==> src/rtl/proc_pkg.sv <==
// proc_pkg: shared processor definitions (memory bus widths, arbiter states).
// Latency: n/a (types and constants only).
// Backpressure: n/a.
// Contents: PROC_ADDR_W / PROC_DATA_W bus defaults, CNT_W wait-counter width,
//           state_t encoding for the memory port arbiter.
package proc_pkg;

  localparam int PROC_ADDR_W = 12;
  localparam int PROC_DATA_W = 16;

  // Wide enough to hold the largest legal read latency (4).
  localparam int CNT_W = 3;

  typedef enum logic [1:0] {
    S_FETCH = 2'd0,
    S_WAIT  = 2'd1,
    S_DONE  = 2'd2
  } state_t;

endpackage

==> src/rtl/lat_tag_pipe.sv <==
// lat_tag_pipe: 1-bit tag delay line marking which memory responses belong to fetch.
// Latency: DEPTH cycles from i_tag to o_tag.
// Backpressure: none; shifts every cycle.
// Ports: i_clock, i_reset (sync, active-high), i_tag (tag pushed this cycle),
//        o_tag (tag pushed DEPTH cycles ago).
module lat_tag_pipe #(
  parameter int DEPTH = 1
) (
  input  logic i_clock,
  input  logic i_reset,
  input  logic i_tag,
  output logic o_tag
);

  logic [DEPTH-1:0] r_sr;

  if (DEPTH == 1) begin : g_one
    always_ff @(posedge i_clock) begin
      if (i_reset) begin
        r_sr <= '0;
      end else begin
        r_sr <= i_tag;
      end
    end
  end else begin : g_many
    always_ff @(posedge i_clock) begin
      if (i_reset) begin
        r_sr <= '0;
      end else begin
        r_sr <= {r_sr[DEPTH-2:0], i_tag};
      end
    end
  end

  assign o_tag = r_sr[DEPTH-1];

endmodule

==> src/rtl/mem_port_arbiter.sv <==
// mem_port_arbiter: shares one synchronous memory port between fetch (P1) and load/store (P4).
// Latency: fetch data READ_LAT cycles after grant; store done +1; load done +1+READ_LAT.
// Backpressure: fetch stalls on ~if_grant; load/store holds ls_req until ls_done.
// Ports: clock, reset (sync, active-high);
//        fetch side   if_req, if_addr -> if_grant, if_valid, if_data;
//        ls side      ls_req, ls_we, ls_addr, ls_wdata -> ls_done, ls_rdata;
//        memory side  m_addr, m_data, m_rw -> memory, m_q <- memory.
// READ_LAT must lie in 1..4.
module mem_port_arbiter
  import proc_pkg::*;
#(
  parameter int READ_LAT = 1,
  parameter int ADDR_W   = PROC_ADDR_W,
  parameter int DATA_W   = PROC_DATA_W
) (
  input  logic              clock,
  input  logic              reset,
  input  logic              if_req,
  input  logic [ADDR_W-1:0] if_addr,
  output logic              if_grant,
  output logic              if_valid,
  output logic [DATA_W-1:0] if_data,
  input  logic              ls_req,
  input  logic              ls_we,
  input  logic [ADDR_W-1:0] ls_addr,
  input  logic [DATA_W-1:0] ls_wdata,
  output logic              ls_done,
  output logic [DATA_W-1:0] ls_rdata,
  output logic [ADDR_W-1:0] m_addr,
  output logic [DATA_W-1:0] m_data,
  output logic              m_rw,
  input  logic [DATA_W-1:0] m_q
);

  localparam logic [CNT_W-1:0] LAT = CNT_W'(READ_LAT);

  state_t            r_state;
  state_t            w_state_nxt;
  logic [CNT_W-1:0]  r_cnt;
  logic [CNT_W-1:0]  w_cnt_nxt;
  logic              r_ls_done;
  logic              w_done_nxt;
  logic [DATA_W-1:0] r_ls_rdata;
  logic              w_capture;

  always_comb begin
    w_state_nxt = r_state;
    w_cnt_nxt   = r_cnt;
    w_done_nxt  = 1'b0;
    w_capture   = 1'b0;
    if_grant    = 1'b0;
    m_addr      = if_addr;
    m_data      = ls_wdata;
    m_rw        = 1'b0;

    case (r_state)
      S_FETCH: begin
        if (ls_req) begin
          // Load/store wins the port; this is the only place m_rw can go high.
          m_addr = ls_addr;
          m_rw   = ls_we;
          if (ls_we) begin
            w_state_nxt = S_DONE;
            w_done_nxt  = 1'b1;
          end else begin
            w_state_nxt = S_WAIT;
            w_cnt_nxt   = LAT;
          end
        end else begin
          if_grant = if_req;
        end
      end

      S_WAIT: begin
        // Port idles as a harmless read of ls_addr while the load returns.
        m_addr    = ls_addr;
        w_cnt_nxt = r_cnt - CNT_W'(1);
        if (r_cnt == CNT_W'(1)) begin
          w_state_nxt = S_DONE;
          w_done_nxt  = 1'b1;
          w_capture   = 1'b1;
        end
      end

      S_DONE: begin
        // ls_req is deliberately not looked at: the requester drops it now.
        if_grant    = if_req;
        w_state_nxt = S_FETCH;
      end

      default: begin
        w_state_nxt = S_FETCH;
      end
    endcase
  end

  always_ff @(posedge clock) begin
    if (reset) begin
      r_state    <= S_FETCH;
      r_cnt      <= '0;
      r_ls_done  <= 1'b0;
      r_ls_rdata <= '0;
    end else begin
      r_state   <= w_state_nxt;
      r_cnt     <= w_cnt_nxt;
      r_ls_done <= w_done_nxt;
      if (w_capture) begin
        r_ls_rdata <= m_q;
      end
    end
  end

  // Every cycle pushes a tag; only granted fetches push a 1, so load data
  // appearing on m_q is never flagged as fetch data.
  lat_tag_pipe #(
    .DEPTH (READ_LAT)
  ) u_tag_pipe (
    .i_clock (clock),
    .i_reset (reset),
    .i_tag   (if_grant),
    .o_tag   (if_valid)
  );

  assign if_data  = m_q;
  assign ls_done  = r_ls_done;
  assign ls_rdata = r_ls_rdata;

endmodule

==> config.mk <==
export PLATFORM = sky130hd
export DESIGN_NAME = mem_port_arbiter
export DESIGN_NICKNAME = d
export VERILOG_FILES = /design/src/rtl/proc_pkg.sv /design/src/rtl/lat_tag_pipe.sv /design/src/rtl/mem_port_arbiter.sv
export SDC_FILE = /design/constraint.sdc
export NUM_CORES = 1
export LEC_CHECK = 0
export BUFFER_PORTS_ARGS = -buffer_cell sky130_fd_sc_hd__buf_2
export CORE_UTILIZATION = 40
export DETAILED_ROUTE_END_ITERATION = 7
export PLACE_DENSITY = 0.85
export RECOVER_POWER = 25
export SYNTH_ARGS = -nofsm -noshare
export SYNTH_HDL_FRONTEND = slang
export SYNTH_SLANG_ARGS = --single-unit
export TNS_END_PERCENT = 1
==> constraint.sdc <==
create_clock -name clock -period 2.9 [get_ports clock]
set_clock_uncertainty 0.2 [all_clocks]
set_input_delay 0.29 -clock clock [delete_from_list [all_inputs] [get_ports clock]]
set_output_delay 0.29 -clock clock [all_outputs]
set_load 0.005 [all_outputs]
### Word level (Yosys, flattened, before mapping)

Index checks and enable logic that the tools add are counted.

* reductions and logical operators: 4
* multiplexer cells: 18
* divide/modulo/power cells: 0
* multiply operators: 0
* shift operators: 0
* bitwise gates (word level): 0
* equality and inequality tests: 6
* add/subtract/negate cells: 1
* $lt $le $gt $ge: 0

Operators by type and width (count)
* 12-bit one-hot mux with 2 select lines: 1
* 12-bit 2-to-1 mux: 1
* 1-bit 2-to-1 mux: 7
* 2-bit 2-to-1 mux: 3
* 3-bit 2-to-1 mux: 2
* 2-bit inequality test, second input constant: 3
* 3-bit one-hot mux with 2 select lines: 1
* 1-bit one-hot mux with 2 select lines: 2
* 2-bit one-hot mux with 2 select lines: 1
* 3-bit by 1-bit equality test with 1-bit output, second input constant: 1
* 3-bit AND reduction: 1
* 3-bit by 1-bit subtractor with 3-bit output, second input constant: 1
* 2-bit by 1-bit equality test with 1-bit output, second input constant: 1
* 2-bit equality test, second input constant: 1
* 2-bit logical NOT: 1
* 2-bit AND reduction: 1
* 2-bit nonzero test: 1

* memory bits (writable): 0
* bits of input ports: 61
* logic and storage cells: 34
* flip-flop bits (word level): 23
* bits in read-only memories: 0
* bits in latches: 0
* memories kept: 0
* output and inout bits: 64

### Depth between registers and ports, before layout

* depth in word-level cells: 3
* mapped depth: 7
* mapped depth without buffers: 5

### Cells and area by module

A second synthesis with hierarchy kept.

* cell total of the unflattened synthesis: 154
* area total of the unflattened synthesis: 1435.1 sq um

By module, submodules not included
* mem_port_arbiter: cells an instance 152, area an instance 1401.3 sq um, times used 1
* lat_tag_pipe: cells an instance 2, area an instance 33.8 sq um, times used 1

### Least setup slack after synthesis

No wires, ideal clock.

* path kind: reg-to-output
* start: register r_state[1]
* end: output port m_addr[10]
* arrival: 1.081 ns
* path buffers: 2
* data required time: 2.410 ns
* setup slack: 1.329 ns
* cell stages (with the launch flop): 5
* path through: dfxtp_1 -> buf_2 -> o21bai_4 -> buf_6 -> mux2_1

* cells in the longest elaborated chain, start to end: 2

RTL lines
* from (decl): RTL line mem_port_arbiter.sv:37 `state_t r_state;`
* from (signal assigned): RTL line mem_port_arbiter.sv:104 `r_state <= w_state_nxt;`
* 2-bit by 1-bit equality test with 1-bit output / 2-bit logical NOT (equally long branches): RTL line mem_port_arbiter.sv:56 `case (r_state)`
* 12-bit one-hot mux with 2 select lines *: RTL line mem_port_arbiter.sv:56
* to (decl): RTL line mem_port_arbiter.sv:29 `output logic [ADDR_W-1:0] m_addr,`

Mark *: on every way between the ends. The rest lies on a longest branch, timed or not.

### Worst setup path after layout

* start: register r_state[1]
* end: output port m_addr[8]

The elaborated chain is that of the path after synthesis.

==> results_dict.tcl <==
set metrics [dict create \
    status "complete, no violations" \
    overflow 0 \
    syn_nets 217 \
    tns_ns 0 \
    setup.worst_path.start_class "register" \
    worst-setup-path-type "register to output pin" \
    holdCritPathClass "input pin to register" \
    synthTopCellsByCount "buf_4, dfxtp_1, nand2_1" \
    syn_to_final_growth_pct 25.3 \
    r2r_start "r_cnt[0]$_SDFFE_PP0P_" \
    antenna_found_initial 0 \
    r2r_cells 4 \
    p_per_area_nw_per_um2 374 \
    drc 0 \
    syn_area_sq_um 1390 \
    min_from "m_q[15]" \
    clk_path_buf_depth 2 \
    nFillCells 319 \
    synth_seq_cells 23 \
    syn_inst 154 \
    fin_worst_hold_slack_ns 0.0158 \
    cp-end-kind "output pin" \
    synthFlopType "dfxtp_1" \
    start_util_pct 41.7 \
    place_ws_ns 1.03 \
    synth_most_common_cell "buf_4" \
    track_usage_pct 14.7 \
    fin_crit_ns 2.08 \
    synth_top_area_share_pct 33.1 \
    diodes 0 \
    htree_levels 1 \
    port_buffers 92 \
    crit_slowest_cell "dfxtp_1" \
    synth_edf_count 0 \
    max_slew_margin_pct 46.1 \
    fp.dieW_microns 61.0 \
    viasPerCell 4.50 \
    fp.coreArea_sq_um 3340 \
    crit_chain "o21bai_4 > mux2_1 > buf_2" \
    synthArstFlopShare_pct 0 \
    grt_max_degree 27 \
    multi_input_area_sq_um 609 \
    p_leak_nw 0.813 \
    worstSkewPairLatency_ns 0.31 \
    cp.arrival_ns 1.59 \
    clkTransAtPathRegs_ns 0.13 \
    hold_path_end "ls_rdata[15]$_SDFFE_PP0P_" \
    cts_made_buffers 3 \
    max_freq_mhz 480 \
    nets 285 \
    via_count 1201 \
    drv_slew 0 \
    numClockSinks 23 \
    cts_tree "yes" \
    timing.final.hold_violations 0 \
    wirelength_microns 2980 \
    fin_crit_sh_pct 71.8 \
    min_path_cells 3 \
    core.rowCount 21 \
    r2r_setup_slack_ns 1.02 \
    slowest_delay_ns 0.52 \
    synth_top_cell_by_area "dfxtp_1" \
    drt_iter0_drc 49 \
    gp_congestion 0.750 \
    grt_pass1_wl_microns 4060 \
    die-area_sq_um 3710 \
    die_y_microns 61.0 \
    layout_setup_ws_ns 0.819 \
    synth_area_leaders "dfxtp_1, buf_4, mux2_1" \
    drive_gt1_share_pct 51.6 \
    worst_ep_required_time_ns 2.41 \
    wl_per_cell_microns 11.2 \
    hpwl_microns 2140 \
    rsz0062_at_grt "false" \
    io_pins 125 \
    cp_max_fo 12 \
    maxCapViolations 0 \
    worst_slew_pin_slew_ns 0.809 \
    r2r-end "ls_rdata[8]$_SDFFE_PP0P_" \
    ir_drop_mv 0.133 \
    synth.distinct_cells 27 \
    syn_avg_cell_area_sq_um 9.03 \
    drt_first_pass_iters 4 \
    ant_nets 0 \
    grt_pass1_vias 978 \
    ys_seq_area_share_pct 33.1 \
    setup_viol 0 \
    regArea_sq_um 460 \
    yosys_warnings 0 \
    cts_root_buffer "clkbuf_4" \
]
-- stage by stage --
step	cells	power, W	instance area (sq um)	util, %
final	267	0.000651	1740	52.2
after global routing	267	0.000691	1740	52.2
after CTS	261	0.000654	1690	50.5
after detailed placement	251	0.000501	1600	47.9
after global placement	251	0.000496	1600	47.9
after floorplan	154	0.000463	1390	-
-- how the worst max path moves through the flow --
stage                                     endpoint                     from  cells after the start
final                                    m_addr[8]  r_state[1]$_SDFFE_PP0P_                      3
after CTS                                m_addr[8]  r_state[1]$_SDFFE_PP0P_                      3
after global placement     r_state[1]$_SDFFE_PP0P_    r_cnt[1]$_SDFFE_PP0P_                      5
after floorplan                         m_addr[10]  r_state[1]$_SDFFE_PP0P_                      4
after detailed placement  ls_rdata[8]$_SDFFE_PP0P_    r_cnt[1]$_SDFFE_PP0P_                      5
after global routing                     m_addr[0]  r_state[1]$_SDFFE_PP0P_                      3
-- sequential cells by signal (all words and copies together) (netlist names) --
signal and cells:
ls_done 1, ls_rdata 16, r_state 2, r_cnt 3
u_tag_pipe.o_tag 1
-- layout make-up --
class | instances | area share, %
Multi-Input combinational cell | 87 | 35.0
Timing Repair Buffer | 104 | 33.0
Sequential cell | 23 | 26.4
Tap cell | 46 | 3.30
Clock buffer | 3 | 1.29
Inverter | 3 | 0.647
Clock inverter | 1 | 0.287
-- report_power, final --
part	leakage (nW)	switching (W)	internal, W	total [W]
logic	0.608	0.0000738	0.0000925	0.000166
clock network	0.0177	0.0000934	0.0000514	0.000145
registers	0.186	0.0000108	0.000329	0.000339
total	0.813	0.000178	0.000473	0.000651
-- cell families after synthesis --
group | after synthesis | synth area share (%)
mux | 14 | 11.3
flops | 23 | 33.1
fa+ha+maj | 2 | 1.80
simple gates | 50 | 18.8
buf+inv | 44 | 23.0
compound gates | 21 | 12.0
-- cell usage in the layout, fill, tap and decap left out --
master	instances
a21oi_1	7
or3_1	1
o32ai_1	1
mux2i_1	1
inv_1	2
ha_1	2
clkbuf_1	4
nor2_1	4
nor3_1	3
clkinv_2	1
buf_2	88
o31ai_1	1
and3_1	1
nand4bb_1	1
clkbuf_4	3
o21bai_4	1
nand2_1	22
dlygate4sd3_1	12
a22o_1	1
inv_2	1
mux2_1	13
a21oi_2	10
nand2b_1	4
dfxtp_1	23
nor2b_1	2
nand2_2	10
and4bb_1	2
-- critical path: cells and delay by family, from the launching register on --
kind | cells | cell delay (ns)
DFF | 1 | 0.52
muxes | 1 | 0.36
AOI/OAI and AO/OA | 1 | 0.28
buffers and inverters | 1 | 0.13
-- per-layer routing --
metal	vias up	global-route usage, %	share of wire (%)
met4	0	7.14	0.84
li1	607	-	-
met2	30	26.8	54
met5	-	0	0
met1	562	16.3	41
met3	2	2.77	3.8
-- timing repair --
item                                    in CTS  in global routing
gates resized for setup                      0                  0
hold endpoints to repair                     6                  6
buffers inserted                             0                  0
hold buffers                                 6                  6
endpoints found under the setup margin       0                  0
Power figures use the tool's default switching activity.
